File: config.mk
export PLATFORM = sky130hd
export DESIGN_NAME = uart_tx_fifo
export DESIGN_NICKNAME = d
export VERILOG_FILES = /design/src/rtl/uart_tx_fifo.sv
export SDC_FILE = /design/constraint.sdc
export NUM_CORES = 1
export LEC_CHECK = 0
export ABC_AREA = 1
export BUFFER_PORTS_ARGS = -buffer_cell sky130_fd_sc_hd__buf_2
export CORE_MARGIN = 8
export CORE_UTILIZATION = 56
export DETAILED_ROUTE_END_ITERATION = 16
export PLACE_DENSITY_LB_ADDON = 0.3
export SYNTH_ARGS = -nofsm -noshare
export SYNTH_HDL_FRONTEND = slang
export SYNTH_SLANG_ARGS = --single-unit
export TNS_END_PERCENT = 1
File: constraint.sdc
create_clock -name clk -period 2.39 [get_ports clk]
set_input_delay 0.478 -clock clk [delete_from_list [all_inputs] [get_ports clk]]
set_output_delay 0.478 -clock clk [all_outputs]
set_load 0.02 [all_outputs]
File: src/rtl/uart_tx_fifo.sv
// Byte FIFO feeding a UART transmitter: a write lands at edge E, tx_start rises after E+1 when idle.
// A write into a full FIFO is dropped with a one-cycle overflow pulse unless a pop frees a slot that cycle.
module uart_tx_fifo #(
    parameter int ADDR_W = 4
) (
    input  logic              clk,
    input  logic              rst,
    input  logic [7:0]        wr_data,
    input  logic              wr_en,
    output logic              full,
    output logic              empty,
    output logic [ADDR_W:0]   count,
    output logic              overflow,
    output logic [7:0]        tx_data,
    output logic              tx_start,
    input  logic              tx_busy
);

    localparam int DEPTH = 2 ** ADDR_W;
    localparam logic [ADDR_W:0] FULL_CNT = {1'b1, {ADDR_W{1'b0}}};

    typedef enum logic [1:0] {
        IDLE  = 2'd0,
        SEND  = 2'd1,
        DRAIN = 2'd2
    } state_t;

    state_t              state;
    logic [7:0]          mem [DEPTH];
    logic [ADDR_W-1:0]   wr_ptr;
    logic [ADDR_W-1:0]   rd_ptr;
    logic                pop;
    logic                push;
    logic [ADDR_W:0]     count_nxt;

    // A pop is legal from IDLE or DRAIN; empty is registered, so a fresh write never falls through.
    always_comb begin
        pop       = (state != SEND) && !empty && !tx_busy;
        push      = wr_en && (!full || pop);
        count_nxt = count;
        if (push && !pop) begin
            count_nxt = count + (ADDR_W+1)'(1);
        end else if (pop && !push) begin
            count_nxt = count - (ADDR_W+1)'(1);
        end
    end

    always_ff @(posedge clk) begin
        if (push && !rst) begin
            mem[wr_ptr] <= wr_data;
        end
    end

    always_ff @(posedge clk) begin
        if (rst) begin
            wr_ptr   <= '0;
            rd_ptr   <= '0;
            count    <= '0;
            empty    <= 1'b1;
            full     <= 1'b0;
            overflow <= 1'b0;
            tx_start <= 1'b0;
            tx_data  <= 8'h00;
            state    <= IDLE;
        end else begin
            overflow <= wr_en && full && !pop;
            count    <= count_nxt;
            full     <= (count_nxt == FULL_CNT);
            empty    <= (count_nxt == '0);
            if (push) begin
                wr_ptr <= wr_ptr + ADDR_W'(1);
            end
            if (pop) begin
                tx_data  <= mem[rd_ptr];
                rd_ptr   <= rd_ptr + ADDR_W'(1);
                tx_start <= 1'b1;
                state    <= SEND;
            end else begin
                case (state)
                    SEND: begin
                        if (tx_busy) begin
                            tx_start <= 1'b0;
                            state    <= DRAIN;
                        end
                    end
                    DRAIN: begin
                        if (!tx_busy) begin
                            state <= IDLE;
                        end
                    end
                    IDLE: begin
                        state <= IDLE;
                    end
                    default: begin
                        tx_start <= 1'b0;
                        state    <= IDLE;
                    end
                endcase
            end
        end
    end

endmodule

==> results.md, run 1 <==
Status:
- The run finished with clean final reports.

Global route:
- The number of antenna violations at the first check in global routing is 0.
- Entering global routing, the biggest net connects 75 pins.
- The overall overflow remaining after global route is 0.
- The global-route wire length before repair is 24.0 mm.
- The global-route total usage across every layer is 0.202.
- The via count of the first global-routing pass is roughly 4,500.

Worst setup path:
- Walking the worst path, the cells encountered are buf_4 -> nand2_1 -> o211ai_2 -> nand3_1 -> nand3_1 -> nand3_1 -> nand2_1 -> inv_1.
- STA classifies the critical path startpoint as a flip-flop.
- For the worst setup path, the data required time is roughly 2.7 ns.
- The data arrival at the endpoint of the critical path is 2.22 ns.
- The number of buffers and inverters on the critical path is 2.
- The type of destination of the critical path is a flip-flop.
- The kind of critical path is flip-flop to flip-flop.
- In this run the critical register-to-register path is launched from rd_ptr[0]$_SDFFE_PP0P_.
- The family with the most delay on the worst path is simple AND/OR/NAND/NOR gates.
- The largest single stage delay on the critical path is 0.60 ns.
- Along the worst path, the maximum fanout reaches between 70 and 80.
- The most numerous cell type found on the critical path is nand3_1.
- The slowest stage of the critical path is the buf_4 cell.
- The worst setup path startpoint is rd_ptr[0]$_SDFFE_PP0P_.

Pwr:
- Of the total power, registers draw 0.462.
- The share of total power dissipated in combinational logic is 0.175.
- Cell internal power was estimated by the tool at 4720 uW.
- The net switching share of the total power is 0.295.
- The maximum ir drop on the vdd rail is around 0.6 mV.
- The areal power density over the cells is 900 mW/mm2.
- In this run the power spent charging and discharging nets is 1980 uW.
- The total leakage power is 0.00278 uW.
- The share of total power dissipated in the clock network is 0.364.

STA:
- The worst max-slew margin expressed relative to the limit is 0.475.
- Setup repair after global routing left no endpoint under its margin.
- Adding up every negative setup slack in the final design gives 0 ns.
- The worst clock skew is 0.0135 ns.
- The final hold violation count is 0.
- For the finished layout, the period the worst path requires is 1.90 ns.
- The worst path meets setup with 0.491 ns of slack.
- Setup violations remaining at the end of the flow were counted as 0.
- The maximum clock rate is 527 MHz.
- At the pin with the least slew margin, the transition time is 0.788 ns.
- The post-route fraction of the period consumed by the critical path is 0.795.
- The number of max-slew violations in the final report was 0.

Routing:
- The total routed wirelength is 15.4 mm.
- The DRC violation count after routing is 0.
- Using the TritonRoute via totals, the vias-per-cell ratio works out to 5.70.
- The pre-antenna-repair detailed-routing pass consisted of 6 iterations.
- In this run, the number of DRC markers left after iteration 0 of detailed routing was 492.
- The antenna violation net count after detailed routing is 0.
- In the final routed layout, each cell accounts on average for about 19 um.
- The routed layout has 4,573 vias.

Yosys:
- For this run, the register share of the synthesized area comes to 0.658.
- The count of flip-flops with a built-in enable after synthesis is 128.
- The cell taking the most area after synthesis is edfxtp_1.
- The most common cell in the synthesized netlist is nor2_1.
- The top flip-flop cell by instance count after synthesis is edfxtp_1.
- The Yosys warning count is 0.
- When the netlist entered floorplanning its net count stood at 625.
- The top-area cell type share of the netlist area is 0.576.
- The post-synthesis cell type count is 31.
- In this run the cell area of the synthesized design comes to around 0.0067 mm2.
- After synthesis the netlist holds a flip-flop and latch count of 155.
- By area the synthesized netlist is led by edfxtp_1 58%, dfxtp_1 8.1%, nor2_1 7.8%.
- The gate count after technology mapping is 606.
- In this run the mean area of a mapped cell was between 10 and 15 um2.
- The commonest cells after synthesis are 139 x nor2_1, 128 x edfxtp_1, 64 x nand3_1, 52 x nand2_1, 36 x o21ai_1.
- For this run, asynchronously set or reset flops after synthesis account for 0.

Floorplanning:
- After floorplanning, the core was sized to cover 0.0118 mm2.
- The overall die area is roughly 0.016 mm2.
- The number of primary I/O pins is 29.
- The number of placement rows is 40.
- The die span in y is 125 um.
- From left edge to right edge, the die measures 125 um.
- The starting density of the core is 0.565.

Clock network:
- The buffer cell driving the clock tree root is clkbuf_16.
- After clock tree synthesis, the clock-pin slew on the worst setup and hold paths is 0.06 ns.
- The number of post-CTS setup repair buffers is 0.
- For this design, the sink count on the clock tree is 155.
- The clock tree from TritonCTS is built.
- The number of hold-repair buffers added at the cts stage is 0.
- The clock reaches the later pin of the worst-skew pair after 0.43 ns.
- The number of clock buffers added by TritonCTS is 17.
- The depth of the CTS H-tree is 4.
- In this run, post-CTS repair resized a total of 0 instances.
- The buffer levels on the longest clock path is 2.

Final layout:
- The number of fillers in the final layout is 906.
- The share of post-route cells with drive strength above 1 is 0.173.
- The diode insertion count for antenna repair is 0.
- The area growth from synthesis to layout is 11.6%.
- The area used by sequential logic in the layout is 0.00439 mm2.
- In the final design database the tool counted 661 nets.
- In the final layout, the multi-input gates occupy 0.00188 mm2.
- With fillers left out, the area of the finished cells amounts to 0.00744 mm2.

Flow run:
- The count of maximum capacitance violations is 0.

Placement:
- The cell area after placement is 0.00690 mm2.
- The count of buffers added on input and output ports is 28.
- The minimum setup slack after placement is 0.323 ns.
- At the end of routability-driven placement, the weighted congestion stood at 0.908.
- The placed wire-length estimate after detailed placement is 9.87 mm.

Worst hold path:
- The path class of the lowest-slack min-delay path is input port to flip-flop.
- The startpoint of the worst hold path is tx_busy.
[layout by cell type (no fill, tap or decap), types with 18 or more instances in the layout]
cell	synthesis	routed
buf_2	9	28
nand2_1	52	52
dfxtp_1	27	26
edfxtp_1	128	128
buf_4	3	18
nand3_1	64	64
inv_1	35	35
nor2_1	139	139
o21ai_0	27	27
o21ai_1	36	36
[per-stage QoR]
step | utilization | cells | hold slack, ns | power (uW)
6_report | 0.630 | 802 | 0.338 | 6700
5_1_grt | 0.630 | 802 | 0.345 | 6960
4_1_cts | 0.630 | 802 | 0.327 | 6710
3_5_place_dp | 0.585 | 770 | 0.499 | 4290
3_3_place_gp | 0.585 | 770 | 0.467 | 4270
2_1_floorplan | - | 606 | 0.453 | 4020
[layer usage]
layer | GRT usage | up-vias | share of wire
li1 | - | 2156 | -
met1 | 0.257 | 2171 | 0.42
met2 | 0.319 | 212 | 0.49
met3 | 0.0518 | 34 | 0.071
met4 | 0.0938 | 0 | 0.025
met5 | 0 | - | 0
[worst reg2reg max path, cell delays in order, from the launching register on]
cell and delay, ns:
dfxtp_2 0.33, buf_4 0.60, nand2_1 0.21, o211ai_2 0.10
nand3_1 0.13, nand3_1 0.16, nand3_1 0.13, nand2_1 0.09
inv_1 0.04
[flip-flops by register name (all words and copies together), names as in the netlist]
name	count
tx_start	1
state	2
wr_ptr	4
tx_data	8
count	5
empty	1
full	1
rd_ptr	4
overflow	1
mem	128
[layout make-up]
type                            instances  area share
Clock buffer                           17      0.0572
Sequential cell                       155       0.589
Multi-Input combinational cell        379       0.252
Clock inverter                         15      0.0153
Inverter                               42      0.0219
Timing Repair Buffer                   47      0.0397
Tap cell                              147      0.0247
[final timing paths]
path,to,slack (ns),cells after the start
worst min-delay path,state[1]$_SDFFE_PP0P_,0.34,3
worst max register to register,tx_data[4]$_SDFFE_PP0P_,0.49,8
worst max-delay path,tx_data[4]$_SDFFE_PP0P_,0.49,8
worst min register to register,state[1]$_SDFFE_PP0P_,0.50,2
[cells by family after synthesis]
family                   share of synthesized area
AO/OA/AOI/OAI                               0.0816
XOR/XNOR                                   0.00394
flip-flops                                   0.658
AND/OR/NAND/NOR                              0.183
buffers and inverters                       0.0610
adder cells (fa/ha/maj)                     0.0131
[power by group through the flow]
stage / Clock (uW) / Combinational, uW / Sequential, uW
after floorplan: 0 / 818 / 3200
after CTS: 2460 / 1150 / 3090
after global placement: 0 / 1130 / 3140
after global routing: 2570 / 1280 / 3100
final: 2440 / 1170 / 3090
after detailed placement: 0 / 1150 / 3150
Note: power is estimated with default switching activity, not from simulation.
==> inputs of run 2 (changes only) <==
==> constraint.sdc (replaced) <==
create_clock -name clk -period 1.9 [get_ports clk]
set_input_delay 0.38 -clock clk [delete_from_list [all_inputs] [get_ports clk]]
set_output_delay 0.38 -clock clk [all_outputs]
set_load 0.02 [all_outputs]
==> results.md, run 2 (synthesis results as in run 1) <==
Status:
- The flow ran to the end, and the final reports show no timing, DRC or antenna violations.

Floorplanning:
- The placeable core region is 0.0118 mm2 (unchanged).
- The die span in x was 125 um (unchanged).
- The number of primary I/O pins is 29 (unchanged).
- The overall die area was 0.0157 mm2 (unchanged).
- The starting density of the core is 0.565 (unchanged).
- The number of placement rows is 40 (unchanged).
- The die span in y is 125 um (unchanged).

Final layout:
- The share of post-route cells with drive strength above 1 was 0.173 (+0.000674).
- The diode insertion count for antenna repair was 0 (unchanged).
- The area of the multi-input gates is 0.00188 mm2 (unchanged).
- The number of flip-flops under the largest register name is 128 (unchanged).
- The library cell used most frequently in the layout, excluding fill and tap cells, is nor2_1.
- The number of nets in the layout is 670 (+1.4%).
- The number of fillers in the final layout was 921 (+1.7%).
- The area used by sequential logic in the layout is 0.00439 mm2 (unchanged).
- In the final layout, the registers with the most flip-flops are mem: 128 flops, tx_data: 8 flops, count: 5 flops.
- The final cell count without fillers is 811 (+1.1%).
- In the layout the commonest cells are 139 x nor2_1, 128 x edfxtp_1, 64 x nand3_1.
- Counting flops per register, the top entry is mem.
- The end-of-flow core utilization came to 0.639 (+0.00911).
- The area added between synthesis and finish is 13.2%.

Routing:
- The count of vias placed by the detailed router was 4,615 (+0.92%).
- The DRC violation count after routing is 0 (unchanged).
- The total routed wirelength came to 15.5 mm (+0.68%).
- The antenna violation net count after detailed routing is 0 (unchanged).
- The number of vias per cell after detailed routing came to 5.69 (-0.20%).
- The first-pass detailed-route iteration total is 5 (-1).
- The count of routing violations after the opening detailed-route iteration is 513 (+4.3%).
- The average wire per cell in the routed design is 19.1 um (-0.44%).

Global route:
- The number of antenna violations at the first check in global routing is 0 (unchanged).
- The via count of the first global-routing pass is 4,475 (-0.60%).
- The global-route wire length before repair came to 24.1 mm (+0.26%).
- The overall overflow remaining after global route was 0 (unchanged).
- The pin count of the biggest net entering global routing is 58 (-23%).
- The global-route total usage across every layer came to 0.202 (about the same).

Placement:
- The cell total after placement is 779 (+1.2%).
- The routability congestion estimate is 0.899 (-1.1%).
- The placed wire-length estimate after detailed placement is 10.2 mm (+3.2%).
- The number of buffers inserted by port buffering is 28 (unchanged).

Worst setup path:
- The required time at the worst-slack endpoint is 2.03 ns (-0.68 ns).
- The type of origin of the critical path is a flip-flop.
- The data arrival at the endpoint of the critical path came to 1.91 ns (-0.31 ns).
- The top fanout value on the critical path is 8 (-89%).
- The cell count of the worst reg-to-reg path is 9 (+1).
- The kind of critical path is flip-flop to flip-flop.
- The type of destination of the critical path is a flip-flop.

Clock network:
- The latest clock arrival within the worst-skew pair is 0.42 ns (about the same).
- The buffer levels on the longest clock path was 2 (unchanged).
- The clock-pin transition on the worst setup and hold timing paths is 0.06 ns (about the same).
- The number of hold-repair buffers added at the cts stage is 0 (unchanged).
- CTS placed an instance of clkbuf_16 at the clock tree root.
- The number of post-CTS setup repair buffers is 0 (unchanged).
- The total clock buffers created by CTS came to 17 (unchanged).
- The clock tree from TritonCTS is built.
- The number of clock sinks is 155 (unchanged).
- The number of cells upsized or downsized after cts was 0 (unchanged).
- The depth of the CTS H-tree is 4 (unchanged).

Flow run:
- The count of maximum capacitance violations is 0 (unchanged).

STA:
- The number of max-slew violations in the final report is 0 (unchanged).
- Setup repair after global routing left no endpoint under its margin.
- The shortest period the worst path allows was 1.77 ns (-0.125 ns).
- The worst hold slack after final layout is 0.222 ns (-0.115 ns).
- The worst max-slew margin expressed relative to the limit is 0.639 (+0.164).
- The number of endpoints failing setup at the final stage is 0 (unchanged).
- The worst clock skew was 0.00793 ns (-0.00554 ns).
- The maximum clock rate is 564 MHz (+7.0%).
- The measured slew at the worst slew-check pin came to 0.542 ns (-0.246 ns).
- The post-route fraction of the period consumed by the critical path came to 0.934 (+0.139).
- The final hold violation count is 0 (unchanged).

Pwr:
- The total leakage power was 0.00284 uW (+2.0%).
- The areal power density over the cells is 1140 mW/mm2 (+27%).
- The maximum ir drop on the vdd rail is 0.849 mV (+41%).

Worst hold path:
- The count of cells along the worst hold path is 3 (unchanged).
- In this run the worst hold path is classified as input port to flip-flop.
run 2: changes by cell type in the layout (fill, tap and decap cells not counted), sizes merged:
cell	previous run	this run
buf	47	56
inv	47	41
bufinv	0	3
clkinv	9	8
clkbuf	17	21
run 2: path summary, 6_finish.rpt:
kind	from	end	slack, ns
worst min register to register	state[1]$_SDFFE_PP0P_	state[1]$_SDFFE_PP0P_	0.49
worst max-delay path	state[1]$_SDFFE_PP0P_	mem[10][5]$_DFFE_PP_	0.13
worst min-delay path	tx_busy	state[1]$_SDFFE_PP0P_	0.22
worst max register to register	state[1]$_SDFFE_PP0P_	mem[10][5]$_DFFE_PP_	0.13
run 2: critical path, cell delays in order (launching register included):
cell and delay [ns]:
dfxtp_1 0.36, inv_1 0.08, nand2_4 0.10, nand2_8 0.05, nand2_2 0.07, nand2_2 0.06, nor2_2 0.14, nand2_1 0.25
nor2_1 0.19, buf_4 0.19
run 2: layer usage:
| layer | GRT usage | share of wire |
|---|---|---|
| met3 | 0.0467 | 0.075 |
| met5 | 0 | 0 |
| met2 | 0.319 | 0.49 |
| met1 | 0.259 | 0.41 |
| met4 | 0.0967 | 0.026 |
run 2: layout make-up:
cell class                      instances  share of cell area
Timing Repair Buffer                   56              0.0497
Sequential cell                       155               0.581
Tap cell                              147              0.0244
Clock buffer                           21              0.0583
Multi-Input combinational cell        379               0.249
Inverter                               42              0.0215
Clock inverter                         11              0.0167
run 2: through the flow:
| stage | setup slack [ns] | setup TNS, ns | power (uW) | cell area [um2] |
|---|---|---|---|---|
| after global placement | 0.0290 | 0 | 5390 | 6980 |
| after detailed placement | -0.00679 | -0.0556 | 5430 | 6980 |
| after global routing | 0.0199 | 0 | 8950 | 7550 |
| final | 0.126 | 0 | 8610 | 7550 |
| after floorplan | 0.102 | 0 | 5060 | 6670 |
| after CTS | 0.137 | 0 | 8650 | 7550 |
run 2: report_power, final:
part           total (uW)  switching [uW]  internal (uW)
clock                3230            1200           2030
combinational        1490            1010            481
sequential           3890            97.9           3800
total                8610            2300           6310
